<file path="src/rtl/jtag_master.sv">
// JTAG initiator: turns LSB-first TMS/TDI shift commands into pad-level
// TCK/TMS/TDI/TRSTn waveforms and returns the captured TDO bits.
module jtag_master #(
  parameter int unsigned CLK_DIV = 4,
  parameter int unsigned MAX_LEN = 32,
  parameter int unsigned LEN_W   = $clog2(MAX_LEN+1)
) (
  input  logic               clk_i,
  input  logic               rst_i,
  input  logic               cmd_valid_i,
  output logic               cmd_ready_o,
  input  logic [LEN_W-1:0]   cmd_len_i,
  input  logic [MAX_LEN-1:0] cmd_tms_i,
  input  logic [MAX_LEN-1:0] cmd_tdi_i,
  input  logic               cmd_trst_i,
  output logic               rsp_valid_o,
  input  logic               rsp_ready_i,
  output logic [MAX_LEN-1:0] rsp_tdo_o,
  output logic               jtag_tck_o,
  output logic               jtag_tms_o,
  output logic               jtag_tdi_o,
  output logic               jtag_trst_no,
  input  logic               jtag_tdo_i
);

  localparam int unsigned CW = $clog2(2*CLK_DIV);
  localparam logic [CW-1:0] CNT_ONE  = CW'(1);
  localparam logic [CW-1:0] HALF_END = CW'(CLK_DIV-1);
  localparam logic [CW-1:0] FULL_END = CW'(2*CLK_DIV-1);
  localparam logic [LEN_W-1:0] LEN_ONE = LEN_W'(1);
  localparam logic [LEN_W-1:0] LEN_MAX = LEN_W'(MAX_LEN);
  localparam logic [MAX_LEN-1:0] BIT0  = MAX_LEN'(1);

  typedef enum logic [2:0] {
    IDLE,
    LOW,
    HIGH,
    TRST,
    RESP
  } state_e;

  state_e state_q, state_d;

  logic [CW-1:0]      cnt_q, cnt_d;
  logic [LEN_W-1:0]   len_q, len_d;
  logic [LEN_W-1:0]   idx_q, idx_d;
  logic [MAX_LEN-1:0] tms_q, tms_d;
  logic [MAX_LEN-1:0] tdi_q, tdi_d;
  logic [MAX_LEN-1:0] tdo_q, tdo_d;
  logic [MAX_LEN-1:0] bit_q, bit_d;
  logic               tck_q, tck_d;
  logic               tms_pin_q, tms_pin_d;
  logic               tdi_pin_q, tdi_pin_d;
  logic               trst_n_q, trst_n_d;
  logic               tdo_s1_q, tdo_s2_q;
  logic [LEN_W-1:0]   cmd_len_c;
  logic               last_bit;

  assign cmd_len_c = (cmd_len_i > LEN_MAX) ? LEN_MAX : cmd_len_i;
  // len_q=0 also ends here, giving TRST its single-bit minimum
  assign last_bit  = (idx_q + LEN_ONE) >= len_q;

  assign cmd_ready_o  = (state_q == IDLE);
  assign rsp_valid_o  = (state_q == RESP);
  assign rsp_tdo_o    = tdo_q;
  assign jtag_tck_o   = tck_q;
  assign jtag_tms_o   = tms_pin_q;
  assign jtag_tdi_o   = tdi_pin_q;
  assign jtag_trst_no = trst_n_q;

  always_comb begin
    state_d   = state_q;
    cnt_d     = cnt_q;
    len_d     = len_q;
    idx_d     = idx_q;
    tms_d     = tms_q;
    tdi_d     = tdi_q;
    tdo_d     = tdo_q;
    bit_d     = bit_q;
    tck_d     = 1'b0;
    tms_pin_d = tms_pin_q;
    tdi_pin_d = tdi_pin_q;
    trst_n_d  = 1'b1;
    unique case (state_q)
      IDLE: begin
        if (cmd_valid_i) begin
          len_d = cmd_len_c;
          tms_d = cmd_tms_i;
          tdi_d = cmd_tdi_i;
          tdo_d = '0;
          bit_d = BIT0;
          idx_d = '0;
          cnt_d = '0;
          if (cmd_trst_i) begin
            state_d  = TRST;
            trst_n_d = 1'b0;
          end else if (cmd_len_c == '0) begin
            state_d = RESP;
          end else begin
            state_d   = LOW;
            tms_pin_d = cmd_tms_i[0];
            tdi_pin_d = cmd_tdi_i[0];
          end
        end
      end
      LOW: begin
        if (cnt_q == HALF_END) begin
          cnt_d   = '0;
          tck_d   = 1'b1;
          state_d = HIGH;
        end else begin
          cnt_d = cnt_q + CNT_ONE;
        end
      end
      HIGH: begin
        tck_d = 1'b1;
        if (cnt_q == HALF_END) begin
          // one clk before the falling edge: TDO is still stable here
          cnt_d = '0;
          tck_d = 1'b0;
          tdo_d = tdo_q | (bit_q & {MAX_LEN{tdo_s2_q}});
          if (last_bit) begin
            state_d = RESP;
          end else begin
            state_d   = LOW;
            idx_d     = idx_q + LEN_ONE;
            bit_d     = bit_q << 1;
            tms_d     = tms_q >> 1;
            tdi_d     = tdi_q >> 1;
            tms_pin_d = tms_d[0];
            tdi_pin_d = tdi_d[0];
          end
        end else begin
          cnt_d = cnt_q + CNT_ONE;
        end
      end
      TRST: begin
        trst_n_d = 1'b0;
        if (cnt_q == FULL_END) begin
          cnt_d = '0;
          if (last_bit) begin
            state_d  = RESP;
            trst_n_d = 1'b1;
          end else begin
            idx_d = idx_q + LEN_ONE;
          end
        end else begin
          cnt_d = cnt_q + CNT_ONE;
        end
      end
      RESP: begin
        if (rsp_ready_i) begin
          state_d = IDLE;
        end
      end
      default: begin
        state_d = IDLE;
      end
    endcase
  end

  always_ff @(posedge clk_i) begin
    if (rst_i) begin
      state_q   <= IDLE;
      cnt_q     <= '0;
      len_q     <= '0;
      idx_q     <= '0;
      tms_q     <= '0;
      tdi_q     <= '0;
      tdo_q     <= '0;
      bit_q     <= '0;
      tck_q     <= 1'b0;
      tms_pin_q <= 1'b1;
      tdi_pin_q <= 1'b0;
      trst_n_q  <= 1'b1;
      tdo_s1_q  <= 1'b0;
      tdo_s2_q  <= 1'b0;
    end else begin
      state_q   <= state_d;
      cnt_q     <= cnt_d;
      len_q     <= len_d;
      idx_q     <= idx_d;
      tms_q     <= tms_d;
      tdi_q     <= tdi_d;
      tdo_q     <= tdo_d;
      bit_q     <= bit_d;
      tck_q     <= tck_d;
      tms_pin_q <= tms_pin_d;
      tdi_pin_q <= tdi_pin_d;
      trst_n_q  <= trst_n_d;
      tdo_s1_q  <= jtag_tdo_i;
      tdo_s2_q  <= tdo_s1_q;
    end
  end

endmodule

</file>
<file path="config.mk">
export PLATFORM = sky130hd
export DESIGN_NAME = jtag_master
export DESIGN_NICKNAME = d
export VERILOG_FILES = /design/src/rtl/jtag_master.sv
export SDC_FILE = /design/constraint.sdc
export NUM_CORES = 1
export LEC_CHECK = 0
export ABC_AREA = 1
export CAP_MARGIN = 0
export CORE_UTILIZATION = 48
export CTS_CLUSTER_DIAMETER = 100
export CTS_CLUSTER_SIZE = 25
export DETAILED_ROUTE_END_ITERATION = 6
export PLACE_DENSITY = 0.76
export SLEW_MARGIN = 20
export SYNTH_ARGS = -nofsm -noshare
export SYNTH_HDL_FRONTEND = slang
export SYNTH_SLANG_ARGS = --single-unit
export TNS_END_PERCENT = 30
</file>
<file path="constraint.sdc">
create_clock -name clk_i -period 2.44 [get_ports clk_i]
set_clock_uncertainty 0.15 [all_clocks]
set_input_delay 0.488 -clock clk_i [delete_from_list [all_inputs] [get_ports clk_i]]
set_output_delay 0.488 -clock clk_i [all_outputs]
set_load 0.01 [all_outputs]
</file>
==> metrics.log <==
[metrics] DR vias: 6462
[metrics] worst reg2reg startpoint: idx_q[1]
[metrics] share of power burned in the clock network: 0.190
[metrics] mapped cell area: about 0.0066 mm2
[metrics] Via density: ~5
[metrics] least setup slack across all paths after layout: -0.152 ns
[metrics] library cell with the largest summed area after synthesis: dfxtp_1
[metrics] Post-Route Hold Slack: 0.292 ns
[metrics] period utilisation layout: 1.06
[metrics] Synth Area per Inst: 6.65 um2
[metrics] class of the tightest hold or removal check: reg -> reg
[metrics] terminus of the critical flop-to-flop path: bit_q[6]
[metrics] cell depth of the worst flop-to-flop path: 16
[metrics] async set or reset register ratio after synthesis: 0
[metrics] number of antenna violations at the first check in global routing: 0
[metrics] number of flip-flops and latches in the synthesized netlist: 150
[metrics] Fill cells: 1126
[metrics] placed wire-length estimate: a little over 10000 um
[metrics] Setup crit start: idx_q[1]
[metrics] pins over their slew limit: 0
[metrics] layout cells sized above 1: 0.122
[metrics] max-capacitance violation count: 0
[metrics] switching share of power: 0.396
[metrics] commonest non-fill, non-tap cells in the layout: nand2_1, nor2_1, dfxtp_1, clkdlybuf4s50_1, o21ai_1
[metrics] final standard cell count with taps included and fillers excluded: approximately 1300
[metrics] clock buffer count from CTS: 17
[metrics] number of flops mapped to enable cells by yosys: 0
[metrics] maximum fanout along the worst path: 8
[metrics] failing checks: negative setup slack
[metrics] DRC viols: 0
[metrics] Worst-Margin Slew: between 0.5 and 0.6 ns
[metrics] Critical Setup Path Class: reg -> reg
[metrics] diode count: 0
[metrics] area share of the largest cell type after synthesis: 0.454
[metrics] Yosys warning total: 0
[metrics] Std-Cell Core Area: 0.0133 mm2
[metrics] horizontal die dimension: 119 um
[metrics] Total GRT Usage: 0.226
[metrics] Hold Path Origin: tdo_s1_q
[metrics] die footprint: 0.0143 mm2
[metrics] result of the run: finished, violations left
[metrics] Req. time, crit path: 2.61 ns
[metrics] Chip Height: about 120 um
[metrics] Setup crit start kind: register
[metrics] count of mapped cells out of synthesis: 996
[metrics] total length of routed wires: 16500 um
[metrics] Total Neg Setup Slack: -8.64 ns
[metrics] post-route ant nets: 0
[metrics] number of buffers between clock root and the deepest sink: 2
[metrics] Area after DPL: slightly above 0.008 mm2
[metrics] net count of the finished layout: ~1200
[metrics] number of placed instances, taps included: approximately 1300
[metrics] commonest register cell after synthesis: dfxtp_1
[metrics] standard-cell rows: 42
[metrics] Boundary Pins: 114
[metrics] synthesis-to-layout area growth: 39.8%
[metrics] number of clock sinks: 150
[metrics] clk_lat worst skew: 0.42 ns
[metrics] sequential share of the synthesized area: 0.454
[metrics] finished layout cell area: 0.00926 mm2
[metrics] overall overflow remaining after global route: 0
[metrics] number of cells traversed by the worst hold path: 2
[metrics] post-detailed-route wirelength per cell: approximately 13 um
[metrics] Max rail drop VDD: 0.645 mV
[metrics] highest clock frequency the design can meet: roughly 390 MHz
[metrics] number of global-route vias before repair: 5672
[metrics] Worst Hold Path EP: tdo_s2_q
[metrics] number of buffers added on ports: 113
[metrics] LEAKAGE: 0.00412 uW
[metrics] syn_nets: 1083
[metrics] pwr dens: 1420 mW/mm2
[metrics] kind of end point of the critical path: register
[metrics] maximum number of pins on one net before global-route repair: about 60
[metrics] slack of the worst reg-to-reg path: -0.15 ns
[metrics] Detailed Route Iter0 Violations: slightly below 400
[metrics] Net Switching: 5210 uW
[metrics] CTS tree: built
[metrics] Pre-Repair DR Iteration Count: 5
[metrics] unrepaired setup endpoints after global routing: true
[metrics] cell types with the largest area share after synthesis: dfxtp_1, nand2_1, nor2_1
[metrics] final estimated routing congestion in global placement: 0.922
[metrics] number of distinct library cells after synthesis: 31
[metrics] Final Hold Fails: 0
[metrics] Setup-failing EPs final: 92
[metrics] leading cell type in the layout, fill and taps excluded: nand2_1
[metrics] starting density of the core: 0.496
[metrics] CTS clk-pin slew, worst paths: 0.06 ns
[metrics] data arrival time of the critical path: 2.76 ns
[metrics] clock tree root buffer cell: clkbuf_16
[metrics] register share of total power: 0.281
[metrics] Period minus WS final: ~2.6 ns
[metrics] Power Internal: 7960 uW
[metrics] Comb pwr share: 0.529
[metrics] Relative slew margins: 0.640
[metrics] first-pass GRT wire length: 25900 um
[metrics] H-tree Lvls: 4
==> layout make-up <==
type | count | area [um2] | area share
Clock inverter | 10 | 105 | 0.0114
Sequential cell | 150 | 3010 | 0.326
Inverter | 43 | 166 | 0.0180
Clock buffer | 21 | 460 | 0.0497
Multi-Input combinational cell | 748 | 3390 | 0.366
Tap cell | 176 | 220 | 0.0238
Timing Repair Buffer | 161 | 1900 | 0.205
==> cell families (layout without fill, tap and decap cells) <==
| logic type | count (synthesis) | count (layout) | synth area share |
|---|---|---|---|
| compound gates | 122 | 122 | 0.0983 |
| xor+xnor | 1 | 1 | 0.00132 |
| fa+ha+maj | 11 | 11 | 0.0208 |
| buf+inv | 98 | 235 | 0.0648 |
| flops | 150 | 150 | 0.454 |
| simple gates | 614 | 614 | 0.361 |
==> layer usage <==
metal,vias to the layer above,share of wire,global-route usage
li1,3359,-,-
met1,2911,0.46,0.297
met2,164,0.47,0.354
met3,28,0.045,0.0498
met4,0,0.021,0.102
met5,-,0,0
==> cell usage after synthesis, types with 6 or more instances <==
library cell,instances
nand3_1,21
o21ai_1,61
buf_2,22
a21oi_1,47
nor2_1,243
nand4_1,8
dfxtp_1,150
clkbuf_1,17
o21ai_0,6
nand2_1,330
ha_1,11
inv_1,40
==> power groups by stage <==
stage | Combinational (uW) | Clock [uW] | Sequential [uW]
2_1_floorplan | 3660 | 0 | 3620
3_3_place_gp | 5160 | 0 | 3700
3_5_place_dp | 5230 | 0 | 3720
4_1_cts | 5500 | 2550 | 3680
5_1_grt | 7680 | 2650 | 3790
6_report | 6970 | 2500 | 3710
==> worst max-delay path, cell delays in order, from the launching register on <==
cell and delay, ns:
dfxtp_4 0.36, ha_4 0.16, nand2_2 0.06, nor2_2 0.04
xnor2_1 0.15, inv_1 0.08, ha_1 0.30, nand2_2 0.09
inv_2 0.04, a21oi_2 0.15, nand3_2 0.12, a21oi_4 0.28
buf_12 0.19, clkbuf_16 0.16, nand2_2 0.04, nand2_1 0.06
nor2_1 0.05
==> sequential cells by signal (all words and copies together) (netlist names) <==
name and cells:
state_q 3, idx_q 6, jtag_tdi_o 1, jtag_trst_no 1
jtag_tms_o 1, bit_q 32, len_q 6, tdo_s2_q 1
tdo_s1_q 1, rsp_tdo_o 32, jtag_tck_o 1, cnt_q 3
tdi_q 31, tms_q 31
==> how the worst max path moves through the flow <==
stage | depth (start not counted) | end | slack (ns)
2_1_floorplan | 15 | tdi_q[10] | 0.06
6_report | 16 | bit_q[6] | -0.15
5_1_grt | 15 | tdi_q[30] | -0.27
4_1_cts | 16 | bit_q[3] | -0.08
3_3_place_gp | 15 | tdi_q[4] | -0.05
3_5_place_dp | 15 | tdi_q[14] | -0.09
==> metrics by stage <==
| stage | worst slack, ns | power, uW | utilization |
|---|---|---|---|
| final | -0.152 | 13200 | 0.694 |
| after global placement | -0.0489 | 8870 | 0.608 |
| after floorplan | 0.0642 | 7280 | - |
| after global routing | -0.266 | 14100 | 0.694 |
| after CTS | -0.0795 | 11700 | 0.655 |
| after detailed placement | -0.0934 | 8960 | 0.608 |
==> repair_timing <==
| action | in CTS | in global routing |
|---|---|---|
| hold buffers | 0 | 0 |
| endpoints found under the setup margin | 94 | 104 |
| setup buffers | 2 | 4 |
| gates resized for setup | 10 | 62 |
| gates cloned | 1 | 11 |
| pin swaps | 4 | 32 |
Power figures use the tool's default switching activity.
